<file path="config.mk">
export PLATFORM = sky130hd
export DESIGN_NAME = write_pointer_full
export DESIGN_NICKNAME = d
export VERILOG_FILES = /design/src/rtl/write_pointer_full.sv
export SDC_FILE = /design/constraint.sdc
export NUM_CORES = 1
export LEC_CHECK = 0
export BUFFER_PORTS_ARGS = -buffer_cell sky130_fd_sc_hd__buf_2
export CORE_MARGIN = 2
export CORE_UTILIZATION = 50
export CTS_BUF_LIST = sky130_fd_sc_hd__clkbuf_8
export DETAILED_ROUTE_END_ITERATION = 10
export MAX_ROUTING_LAYER = met4
export PLACE_DENSITY = 0.74
export SYNTH_ARGS = -nofsm -noshare
export SYNTH_HDL_FRONTEND = slang
export SYNTH_SLANG_ARGS = --single-unit
</file>
<file path="constraint.sdc">
create_clock -name w_clk -period 5.85 [get_ports w_clk]
set_input_delay 1.17 -clock w_clk [delete_from_list [all_inputs] [get_ports w_clk]]
set_output_delay 1.17 -clock w_clk [all_outputs]
set_load 0.1 [all_outputs]
</file>
<file path="src/rtl/write_pointer_full.sv">
// Write-side pointer, Gray export and full/almost-full/level/overflow
// generation for a dual-clock FIFO, synchronizing the read Gray pointer.
module write_pointer_full #(
    parameter int ADDR_SIZE    = 4,
    parameter int AFULL_THRESH = 2
) (
    input  logic                 w_clk,
    input  logic                 w_rst,
    input  logic                 w_en,
    input  logic [ADDR_SIZE:0]   r_ptr,
    output logic                 w_inc,
    output logic [ADDR_SIZE-1:0] w_addr,
    output logic [ADDR_SIZE:0]   w_ptr,
    output logic                 full,
    output logic                 almost_full,
    output logic [ADDR_SIZE:0]   w_level,
    output logic                 overflow
);

    localparam int DEPTH = 1 << ADDR_SIZE;
    localparam logic [ADDR_SIZE:0] AF_LEVEL =
        (ADDR_SIZE+1)'(DEPTH - AFULL_THRESH);

    logic [ADDR_SIZE:0] wbin;
    logic [ADDR_SIZE:0] rq1;
    logic [ADDR_SIZE:0] rq2;
    logic [ADDR_SIZE:0] bin_next;
    logic [ADDR_SIZE:0] gray_next;
    logic [ADDR_SIZE:0] rbin_s;
    logic [ADDR_SIZE:0] diff;
    logic [ADDR_SIZE:0] full_ptr;

    assign w_inc     = w_en & ~full & ~w_rst;
    assign w_addr    = wbin[ADDR_SIZE-1:0];
    assign bin_next  = wbin + (ADDR_SIZE+1)'(w_en & ~full);
    assign gray_next = bin_next ^ (bin_next >> 1);
    assign diff      = bin_next - rbin_s;

    // Full when the write pointer is exactly one lap ahead of the read pointer.
    assign full_ptr = {~rq2[ADDR_SIZE:ADDR_SIZE-1], rq2[ADDR_SIZE-2:0]};

    always_comb begin
        rbin_s = '0;
        for (int i = 0; i <= ADDR_SIZE; i++) begin
            rbin_s[i] = ^(rq2 >> i);
        end
    end

    always_ff @(posedge w_clk) begin
        if (w_rst) begin
            rq1 <= '0;
            rq2 <= '0;
        end else begin
            rq1 <= r_ptr;
            rq2 <= rq1;
        end
    end

    always_ff @(posedge w_clk) begin
        if (w_rst) begin
            wbin        <= '0;
            w_ptr       <= '0;
            full        <= 1'b0;
            almost_full <= 1'b0;
            w_level     <= '0;
            overflow    <= 1'b0;
        end else begin
            wbin        <= bin_next;
            w_ptr       <= gray_next;
            full        <= (gray_next == full_ptr);
            almost_full <= (diff >= AF_LEVEL);
            w_level     <= diff;
            if (w_en & full) begin
                overflow <= 1'b1;
            end
        end
    end

endmodule

</file>
==> summary.md, run 1 <==
| Metric | Value |
|---|---|
| Startpoint Class | `input pin` |
| Clock root cell | `clkbuf_8` |
| Crit Path Class | `in -> out` |
| Ys Warns | `0` |
| Syn Area/Cell | `10.5 um^2` |
| Pwr dens | `roughly 340 nW/um^2` |
| Post-synthesis sequential area ratio | `44.9%` |
| Fmax | `303 MHz` |
| Critical-path maximum fanout | `4` |
| CTS tree | `yes` |
| Most common cell after layout, fill and taps aside | `dfxtp_1` |
| Dpl cell area | `1340 um^2` |
| VDD IR-drop max | `0.192 mV` |
| Status | `finished clean` |
| Multi-input gate area | `622 um^2` |
| RSZ-0062 raised after global routing | `no` |
| Req. time, crit path | `4680 ps` |
| Clock sink count | `27` |
| Antenna-violating nets left | `0` |
| Hold Crit Class | `reg -> reg` |
| Number of buffers created by CTS | `3` |
| Core area | `2250 um^2` |
| DR vias | `816` |
| Synth Register Bits | `27` |
| Cells on worst reg2reg path | `11` |
| Grt ovf | `0` |
| Die area | `2820 um^2` |
| Drt wl/cell | `about 11 um` |
| Global placement routability congestion | `0.821` |
| Clock slew at reported path FFs | `approximately 80 ps` |
| DRT Pass-1 Iters | `4` |
| Initial detailed-routing violation count | `9` |
| Ports placed on the boundary | `26` |
| Area Overhead vs Synth | `15.2%` |
| Number of diodes | `0` |
| GR Util All Layers | `between 15 and 20%` |
| Die Y-Extent | `53.1 um` |
| Lkg Pwr | `0.000666 uW` |
| Post-Route WL | `1.87 mm` |
| First-pass GRT wire length | `3.08 mm` |
| Initial antenna violation count | `0` |
| Slew Limit Headroom | `67.7%` |
| CP Capture Type | `output port` |
| Fillers | `about 200` |
| Fin util | `61.5%` |
| DRC errors left | `0` |
| Starting Density | `53.4%` |
| Largest net degree at the start of global routing | `29` |
| Max-slew violation count | `0` |
| Detailed Place HPWL | `around 1.4 mm` |
| Worst Hold Path Cells | `1` |
| Mapped Area | `approximately 1200 um^2` |
| Post-CTS Setup Bufs | `0` |
| Final Critical Period | `3300 ps` |
| Final period utilization | `approximately 56%` |
| Syn_nets | `128` |
| Nets@finish | `154` |
| Worst skew pair latency | `270 ps` |
| Clock Path Buffers | `2` |
| Ratio of cells with drive above 1 in the final layout | `22.9%` |
| Power, Total | `about 480 uW` |
| MaxCap Viol Count | `0` |
| Final Hold Fails | `0` |
| # hold bufs at CTS | `0` |
| Final Skew | `6.29 ps` |
| Worst hold margin | `about 440 ps` |
| Design Area, Final | `1390 um^2` |
| Vias in the first global route | `737` |
| Synthesized instance count | `between 100 and 150` |
| Rows | `17` |
| # setup viols final | `0` |
| Critical path arrival | `approximately 2100 ps` |
| H-tree levels | `1` |
| Commonest non-fill, non-tap cells in the layout | `dfxtp_1, buf_2, nor2_1` |
| Vias per Instance | `4.86` |
| PostCTS Resize Cnt | `0` |
| Fin Setup TNS | `0 ps` |
| PortBufs | `25` |
| Die Wd | `about 53 um` |
| Post-synthesis cell type count | `30` |
| FF+latch area | `541 um^2` |
| Worst-margin pin slew | `a little under 500 ps` |
-- where the power goes --
part | total (uW) | leakage, uW | internal [uW] | switching (uW)
logic | 171 | 0.000417 | 40.6 | 131
clock network | 100 | 0.0000269 | 47.0 | 53.4
registers | 206 | 0.000222 | 199 | 6.21
-- metrics by stage --
stage	setup WS (ps)	cells
CTS	2540	168
global route	2340	168
detailed placement	2250	164
floorplan	1780	115
global placement	2380	164
finish	2550	168
-- cell usage after synthesis (all sizes together) --
master	instances	area share (%)
dfxtp	27	45
nor2	16	5.0
nor2b	14	7.3
xnor2	10	7.9
xor2	6	5.0
a21oi	5	2.1
inv	5	1.6
ha	4	4.2
xnor3	4	7.5
clkbuf	3	0.94
and2	2	1.0
nand2b	2	1.0
nor3	2	1.2
o21ai	2	0.83
or3	2	1.0
a21o	1	0.62
and3	1	0.62
and4b	1	0.83
buf	1	0.94
fa	1	1.7
mux2	1	0.94
nand2	1	0.31
nand4b	1	0.73
o211ai	1	0.62
o21a	1	0.62
or4	1	0.62
-- sequential cells by signal (all words and copies together), names as in the netlist --
signal,count
overflow,1
almost_full,1
rq1,5
w_level,5
wbin,4
w_ptr,5
full,1
rq2,5
-- cells by family (layout without fill, tap and decap cells) --
group | Yosys count | after routing | share of synthesized area [%]
AO/OA/AOI/OAI | 10 | 10 | 4.78
XOR/XNOR | 20 | 20 | 20.4
adder cells (fa/ha/maj) | 5 | 5 | 5.82
buffers and inverters | 9 | 34 | 3.43
flip-flops | 27 | 27 | 44.9
multiplexers | 1 | 1 | 0.935
AND/OR/NAND/NOR | 43 | 43 | 19.7
-- layout make-up --
cell class / count / area share, %
clock buffer: 3 / 2.98
tap: 28 / 2.53
sequential: 27 / 39.0
multi-input combinational: 79 / 44.9
inverter: 5 / 1.35
timing repair buffer: 25 / 9.03
clock inverter: 1 / 0.271
-- path summary, 6_finish.rpt --
path / from / endpoint / slack [ps]
min reg2reg: rq1[3] / rq2[3] / 440
max reg2reg: rq2[4] / almost_full / 3120
max: w_en / w_inc / 2550
min: rq1[3] / rq2[3] / 440
-- metal layers --
metal	GRT usage (%)	vias to the layer above	part of all wire (%)
met2	25.6	16	47
li1	-	423	-
met5	-	-	0
met4	8.97	0	2.3
met1	18.7	372	47
met3	3.39	5	3.4
-- worst max-delay path: stages --
cell,delay [ps]
buf_2,100
nor2b_1,240
nor2b_1,170
buf_2,440
Note: power is estimated with default switching activity, not from simulation.
==> inputs of run 2 (changes only) <==
ABC_AREA = 1   (was unset)
clock period = 3.35 ns   (was 5.85 ns; I/O delays follow)
==> summary.md, run 2 <==
| Metric | Value |
|---|---|
| Status | `finished clean` |
| DRC errors left | `0 (unchanged)` |
| Hold Crit Class | `reg -> reg` |
| Worst-margin pin slew | `486 ps (-2.07 ps)` |
| Clock sink count | `27 (unchanged)` |
| Global placement routability congestion | `0.815 (-0.65%)` |
| Fin Setup TNS | `0 ps (unchanged)` |
| Detailed Place HPWL | `1.79 mm (+27%)` |
| Post-Route WL | `2.27 mm (+21%)` |
| Post-synthesis cell type count | `16 (-47%)` |
| Grt ovf | `0 (unchanged)` |
| Ports placed on the boundary | `26 (unchanged)` |
| Vias per Instance | `4.75 (-2.3%)` |
| Design Area, Final | `1450 um^2 (+4.9%)` |
| Crit Path Class | `reg -> reg` |
| Synthesized instance count | `181 (+57%)` |
| Final Hold Fails | `0 (unchanged)` |
| Ys flop type | `dfxtp_1` |
| Largest cells by area after synthesis | `dfxtp_1, nand2_1, inv_1` |
| # hold bufs at CTS | `0 (unchanged)` |
| Post-synthesis sequential area ratio | `43.0% (-1.9 points)` |
| Post-synth EDFFs | `0 (unchanged)` |
| Final period utilization | `72.8%` |
| Post-CTS Setup Bufs | `0 (unchanged)` |
| Die Wd | `54.1 um (+2.0%)` |
| Die Y-Extent | `54.1 um (+2.0%)` |
| Fillers | `225 (+9.8%)` |
| Rows | `18 (+1)` |
| DR vias | `1125 (+38%)` |
| Synth async-reset ratio | `0% (unchanged)` |
| Slew Limit Headroom | `67.8% (+0.14 points)` |
| Final Critical Period | `2440 ps` |
| Nets@finish | `221 (+44%)` |
| Combinational Power Share | `33.6% (-2.3 points)` |
| Pwr dens | `554 nW/um^2 (+61%)` |
| GR Util All Layers | `18.4% (+2.4 points)` |
| Part of the power in registers | `44.1% (+1.0 points)` |
| Placed Cells | `233 (+42%)` |
| DRT Pass-1 Iters | `4 (unchanged)` |
| Clock Path Buffers | `2 (unchanged)` |
| Lkg Pwr | `0.000812 uW (+22%)` |
| Starting Density | `51.6% (-1.7 points)` |
| Worst skew pair latency | `270 ps (about the same)` |
| Ys Warns | `0 (unchanged)` |
| RSZ-0062 raised after global routing | `no` |
| Family with the most delay on the worst path | `XOR/XNOR gates` |
| PostCTS Resize Cnt | `0 (unchanged)` |
| Reg2reg setup slack | `910 ps (-2210 ps)` |
| Vias in the first global route | `996 (+35%)` |
| Critical path arrival | `2610 ps (+480 ps)` |
| Worst path cell trace | `xnor2_2 > xor2_2 > xor2_2 > inv_2 > nand2_1 > nand2_1 > ha_1 > fa_1 > inv_1 > a21oi_1 > nand2_1 > nand3_1 > nand3_1 > nand2_1` |
| Switching Share | `39.9% (+0.067 points)` |
| Syn_nets | `194 (+52%)` |
| Final Skew | `0.942 ps (-5.35 ps)` |
| Pint | `484 uW (+69%)` |
| Yosys top cell by area | `dfxtp_1` |
| Max-slew violation count | `0 (unchanged)` |
| Commonest non-fill, non-tap cells in the layout | `nand2_1, inv_1, dfxtp_1` |
| Startpoint Class | `flop` |
| Fmax | `around 410 MHz` |
| Worst hold margin | `406 ps (-36.2 ps)` |
| Die area | `2930 um^2 (+4.0%)` |
| Number of diodes | `0 (unchanged)` |
| First-pass GRT wire length | `3.82 mm (+24%)` |
| Clk pwr share | `22.3% (+1.3 points)` |
| Req. time, crit path | `3520 ps (-1160 ps)` |
| Synth Register Bits | `27 (unchanged)` |
| MaxCap Viol Count | `0 (unchanged)` |
| Largest net degree at the start of global routing | `28 (-3.4%)` |
| CP max-delay cell | `fa_1` |
| Syn Area/Cell | `6.94 um^2 (-34%)` |
| CP Capture Type | `flop` |
| CP peak stage delay | `410 ps (-30 ps)` |
| CTS tree | `yes` |
| Most common cell after layout, fill and taps aside | `nand2_1` |
| Number of buffers created by CTS | `3 (unchanged)` |
| Drt wl/cell | `9.56 um (-14%)` |
| Critical-path maximum fanout | `4 (unchanged)` |
| Mapped Area | `1260 um^2 (+4.4%)` |
| Initial antenna violation count | `0 (unchanged)` |
| Ratio of cells with drive above 1 in the final layout | `15.9% (-6.9 points)` |
| List of most frequent post-synthesis cells | `nand2_1, inv_1, dfxtp_1` |
| Count leader, synth | `nand2_1` |
| Synth top area share | `43.0% (-1.9 points)` |
| Initial detailed-routing violation count | `21 (+12)` |
| Core area | `2430 um^2 (+7.9%)` |
| WP buf/inv | `2 (unchanged)` |
| Antenna-violating nets left | `0 (unchanged)` |
| Clock root cell | `clkbuf_8` |
| H-tree levels | `1 (unchanged)` |
| # setup viols final | `0 (unchanged)` |
| Power, Total | `806 uW (+69%)` |
| Clock slew at reported path FFs | `90 ps (about the same)` |
| Sw Pwr | `322 uW (+69%)` |
| Dpl cell area | `1410 um^2 (+4.9%)` |
| VDD IR-drop max | `0.298 mV (+55%)` |
| CP dominant cell by count | `nand2_1` |
| Layout Cells excl Fill | `237 (+41%)` |
| Area Overhead vs Synth | `15.7%` |
| PortBufs | `25 (unchanged)` |
-- run 2: worst reg2reg max path: stages, from the launching register on --
cell	delay [ps]
dfxtp_1	360
xnor2_2	280
xor2_2	230
xor2_2	210
inv_2	70
nand2_1	60
nand2_1	60
ha_1	220
fa_1	410
inv_1	70
a21oi_1	50
nand2_1	80
nand3_1	70
nand3_1	110
nand2_1	60
-- run 2: power by group through the flow --
stage,Sequential (uW),Combinational (uW),Clock (uW)
global route,359,293,200
global placement,362,267,0
finish,355,271,180
floorplan,502,92.5,0
CTS,355,272,186
detailed placement,363,272,0
-- run 2: cells by family (layout without fill, tap and decap cells) --
group | count (synthesis) | count (layout) | synth area share, %
simple gates | 99 | 99 | 32.2
xor+xnor | 4 | 4 | 4.58
compound gates | 8 | 8 | 3.29
buf+inv | 38 | 64 | 11.4
flops | 27 | 27 | 43.0
fa+ha+maj | 5 | 5 | 5.58
-- run 2: worst paths after layout --
kind,from,to,cells past startpoint
setup / recovery,rq2[4],almost_full,14
hold / removal,rq1[0],rq2[0],2
setup reg to reg,rq2[4],almost_full,14
hold reg to reg,rq1[0],rq2[0],2
-- run 2: through the flow --
step	setup slack [ps]	util, %
floorplan	353	-
global placement	865	57.9
detailed placement	788	57.9
CTS	899	59.8
global route	761	59.8
finish	912	59.8
-- run 2: metal layers --
| layer | track usage, % | vias to the layer above | share of wire (%) |
|---|---|---|---|
| met1 | 20.0 | 505 | 42 |
| met3 | 3.33 | 5 | 3.6 |
| li1 | - | 589 | - |
| met4 | 7.08 | 0 | 1.9 |
| met2 | 32.9 | 26 | 52 |
| met5 | - | - | 0 |
-- run 2: final cells by class --
cell class,count,area (um^2),share of cell area (%)
sequential,27,541,37.2
clock inverter,1,5.00,0.344
inverter,35,131,9.04
timing repair buffer,25,125,8.61
clock buffer,3,41.3,2.84
tap,30,37.5,2.58
multi-input combinational,116,573,39.4
==> inputs of run 3 (changes only) <==
ABC_AREA = 0   (was 1)
PLACE_DENSITY = 0.77   (was 0.74)
clock period = 2.1 ns   (was 3.35 ns; I/O delays follow)
==> summary.md, run 3 (synthesis gave the netlist of run 1 again) <==
| Metric | Value |
|---|---|
| RSZ-0062 raised after global routing | `yes` |
| Pwr dens | `854 nW/um^2 (+54%)` |
| Starting Density | `53.4% (+1.7 points)` |
| Die Wd | `53.1 um (-2.0%)` |
| Hold Startpoint | `r_ptr[1]` |
| Final Hold Fails | `0 (unchanged)` |
| Clock root cell | `clkbuf_8` |
| Vias per Instance | `4.78 (+0.80%)` |
| Worst reg2reg startpoint | `rq2[3]` |
| Post-Route WL | `2.44 mm (+7.8%)` |
| Worst Hold Path Cells | `2 (unchanged)` |
| Grt ovf | `0 (unchanged)` |
| H-tree levels | `1 (unchanged)` |
| Die area | `2820 um^2 (-3.9%)` |
| DRT Pass-1 Iters | `4 (unchanged)` |
| Layout Cells excl Fill | `186 (-22%)` |
| Violated checks | `negative setup slack` |
| Clock Path Buffers | `2 (unchanged)` |
| Nets@finish | `172 (-22%)` |
| R2R Path End | `almost_full` |
| CP peak stage delay | `390 ps (-20 ps)` |
| Clock sink count | `27 (unchanged)` |
| Req. time, crit path | `2300 ps (-1220 ps)` |
| CTS tree | `yes` |
| CP Capture Type | `flop` |
| Final setup margin | `-218 ps (-1130 ps)` |
| Placed Cells | `180 (-23%)` |
| Met2 usage | `35.0% (+2.1 points)` |
| Clock slew at reported path FFs | `90 ps (about the same)` |
| Final period utilization | `110% (+38 points)` |
| Area Overhead vs Synth | `40.9%` |
| Rows | `17 (-1)` |
| Lkg Pwr | `0.000777 uW (-4.3%)` |
| Status | `complete, but fails checks` |
| Critical path arrival | `2520 ps (-90 ps)` |
| Number of diodes | `0 (unchanged)` |
| GR Util All Layers | `20.6% (+2.2 points)` |
| CP max-delay cell | `or3_4` |
| Worst path cell trace | `xnor2_4 > xor2_4 > xor2_2 > xnor2_1 > ha_2 > fa_2 > nor2b_2 > nor3_2 > a21oi_2 > or3_4 > o211ai_1` |
| Final Skew | `5.76 ps (+4.82 ps)` |
| Antenna-violating nets left | `0 (unchanged)` |
| Cells on worst reg2reg path | `11 (-3)` |
| Hold Crit Class | `in -> reg` |
| GR peak layer | `met2` |
| Fillers | `170 (-24%)` |
| Startpoint Class | `flop` |
| Met1 Track Usage GR | `22.1% (+2.2 points)` |
| Global placement routability congestion | `0.872 (+6.9%)` |
| Crit Path Class | `reg -> reg` |
| Fmax | `431 MHz (+5.2%)` |
| Reg2reg setup slack | `-220 ps (-1130 ps)` |
| Core area | `2250 um^2 (-7.3%)` |
| Initial antenna violation count | `0 (unchanged)` |
| Fin util | `75.2% (+15 points)` |
| DRC errors left | `0 (unchanged)` |
| # setup viols final | `3 (+3)` |
| Ports placed on the boundary | `26 (unchanged)` |
| Most common cell after layout, fill and taps aside | `buf_2` |
| First-pass GRT wire length | `3.93 mm (+3.1%)` |
| Die Y-Extent | `53.1 um (-2.0%)` |
| DR vias | `890 (-21%)` |
| Met3 usage | `4.24% (+0.90 points)` |
| Commonest non-fill, non-tap cells in the layout | `buf_2, dfxtp_1, buf_4` |
| Largest net degree at the start of global routing | `19 (-32%)` |
| Max-slew violation count | `0 (unchanged)` |
| Drt wl/cell | `13.1 um (+37%)` |
| PortBufs | `25 (unchanged)` |
| Final Critical Period | `2320 ps (-120 ps)` |
| Number of buffers created by CTS | `3 (unchanged)` |
| VDD IR-drop max | `0.629 mV (+110%)` |
| Hold Path Sink | `rq1[1]` |
| Worst skew pair latency | `280 ps (about the same)` |
| Vias in the first global route | `906 (-9.0%)` |
| Initial detailed-routing violation count | `5 (-76%)` |
| Critical-path maximum fanout | `2 (-2)` |
| Slew Limit Headroom | `67.6% (-0.25 points)` |
| Worst-margin pin slew | `489 ps (+3.73 ps)` |
| MaxCap Viol Count | `0 (unchanged)` |
| Ratio of cells with drive above 1 in the final layout | `49.4% (+33 points)` |
| Detailed Place HPWL | `1.80 mm (+0.97%)` |
## run 3: cell type report
cell class | instances | area [um^2] | share of cell area (%)
Clock buffer | 3 | 41.3 | 2.44
Clock inverter | 1 | 3.75 | 0.221
Inverter | 5 | 18.8 | 1.11
Multi-Input combinational cell | 79 | 779 | 46.0
Sequential cell | 27 | 557 | 32.8
Tap cell | 28 | 35.0 | 2.07
Timing Repair Buffer | 43 | 260 | 15.4
## run 3: how the worst max path moves through the flow
stage | start | end | slack, ps | cells past startpoint
3_3_place_gp | rq2[3] | almost_full | -200 | 11
3_5_place_dp | rq2[3] | almost_full | -280 | 11
2_1_floorplan | rq2[3] | almost_full | -220 | 11
5_1_grt | rq2[3] | almost_full | -370 | 11
4_1_cts | rq2[4] | almost_full | -200 | 11
6_report | rq2[3] | almost_full | -220 | 11
## run 3: per-layer routing
| layer | vias up | part of all wire [%] | wire length (um) |
|---|---|---|---|
| met5 | - | 0 | 0 |
| met4 | 0 | 1.9 | 47 |
| met3 | 6 | 2.9 | 70 |
| met2 | 17 | 52 | 1280 |
| met1 | 409 | 43 | 1050 |
| li1 | 458 | - | - |
## run 3: per-stage QoR
step	setup WS (ps)	total power, uW	setup TNS [ps]	instance area [um^2]	hold WS [ps]
floorplan	-222	1020	-525	1310	414
global placement	-199	1120	-469	1560	422
detailed placement	-276	1130	-796	1560	423
CTS	-199	1440	-433	1640	344
global route	-368	1520	-892	1700	360
finish	-218	1450	-433	1700	350
## run 3: timing repair
| action | CTS | global route |
|---|---|---|
| hold buffers | 0 | 0 |
| hold endpoints to repair | 0 | 0 |
| setup buffers | 2 | 2 |
| endpoints found under the setup margin | 4 | 6 |
| pin swaps | 3 | 8 |
| gates resized for setup | 4 | 9 |
## run 3: power breakdown
group          switching (uW)  leakage (uW)  internal, uW
logic                     400      0.000524           180
registers                22.0      0.000226           555
clock network             159     0.0000269           131
## run 3: worst max-delay path, delay by kind of cell (launching register included)
family                   cells  cell delay [ps]
XOR/XNOR                     4              760
AND/OR/NAND/NOR              3              560
adder cells (fa/ha/maj)      2              420
flip-flops                   1              370
AO/OA/AOI/OAI                2              140
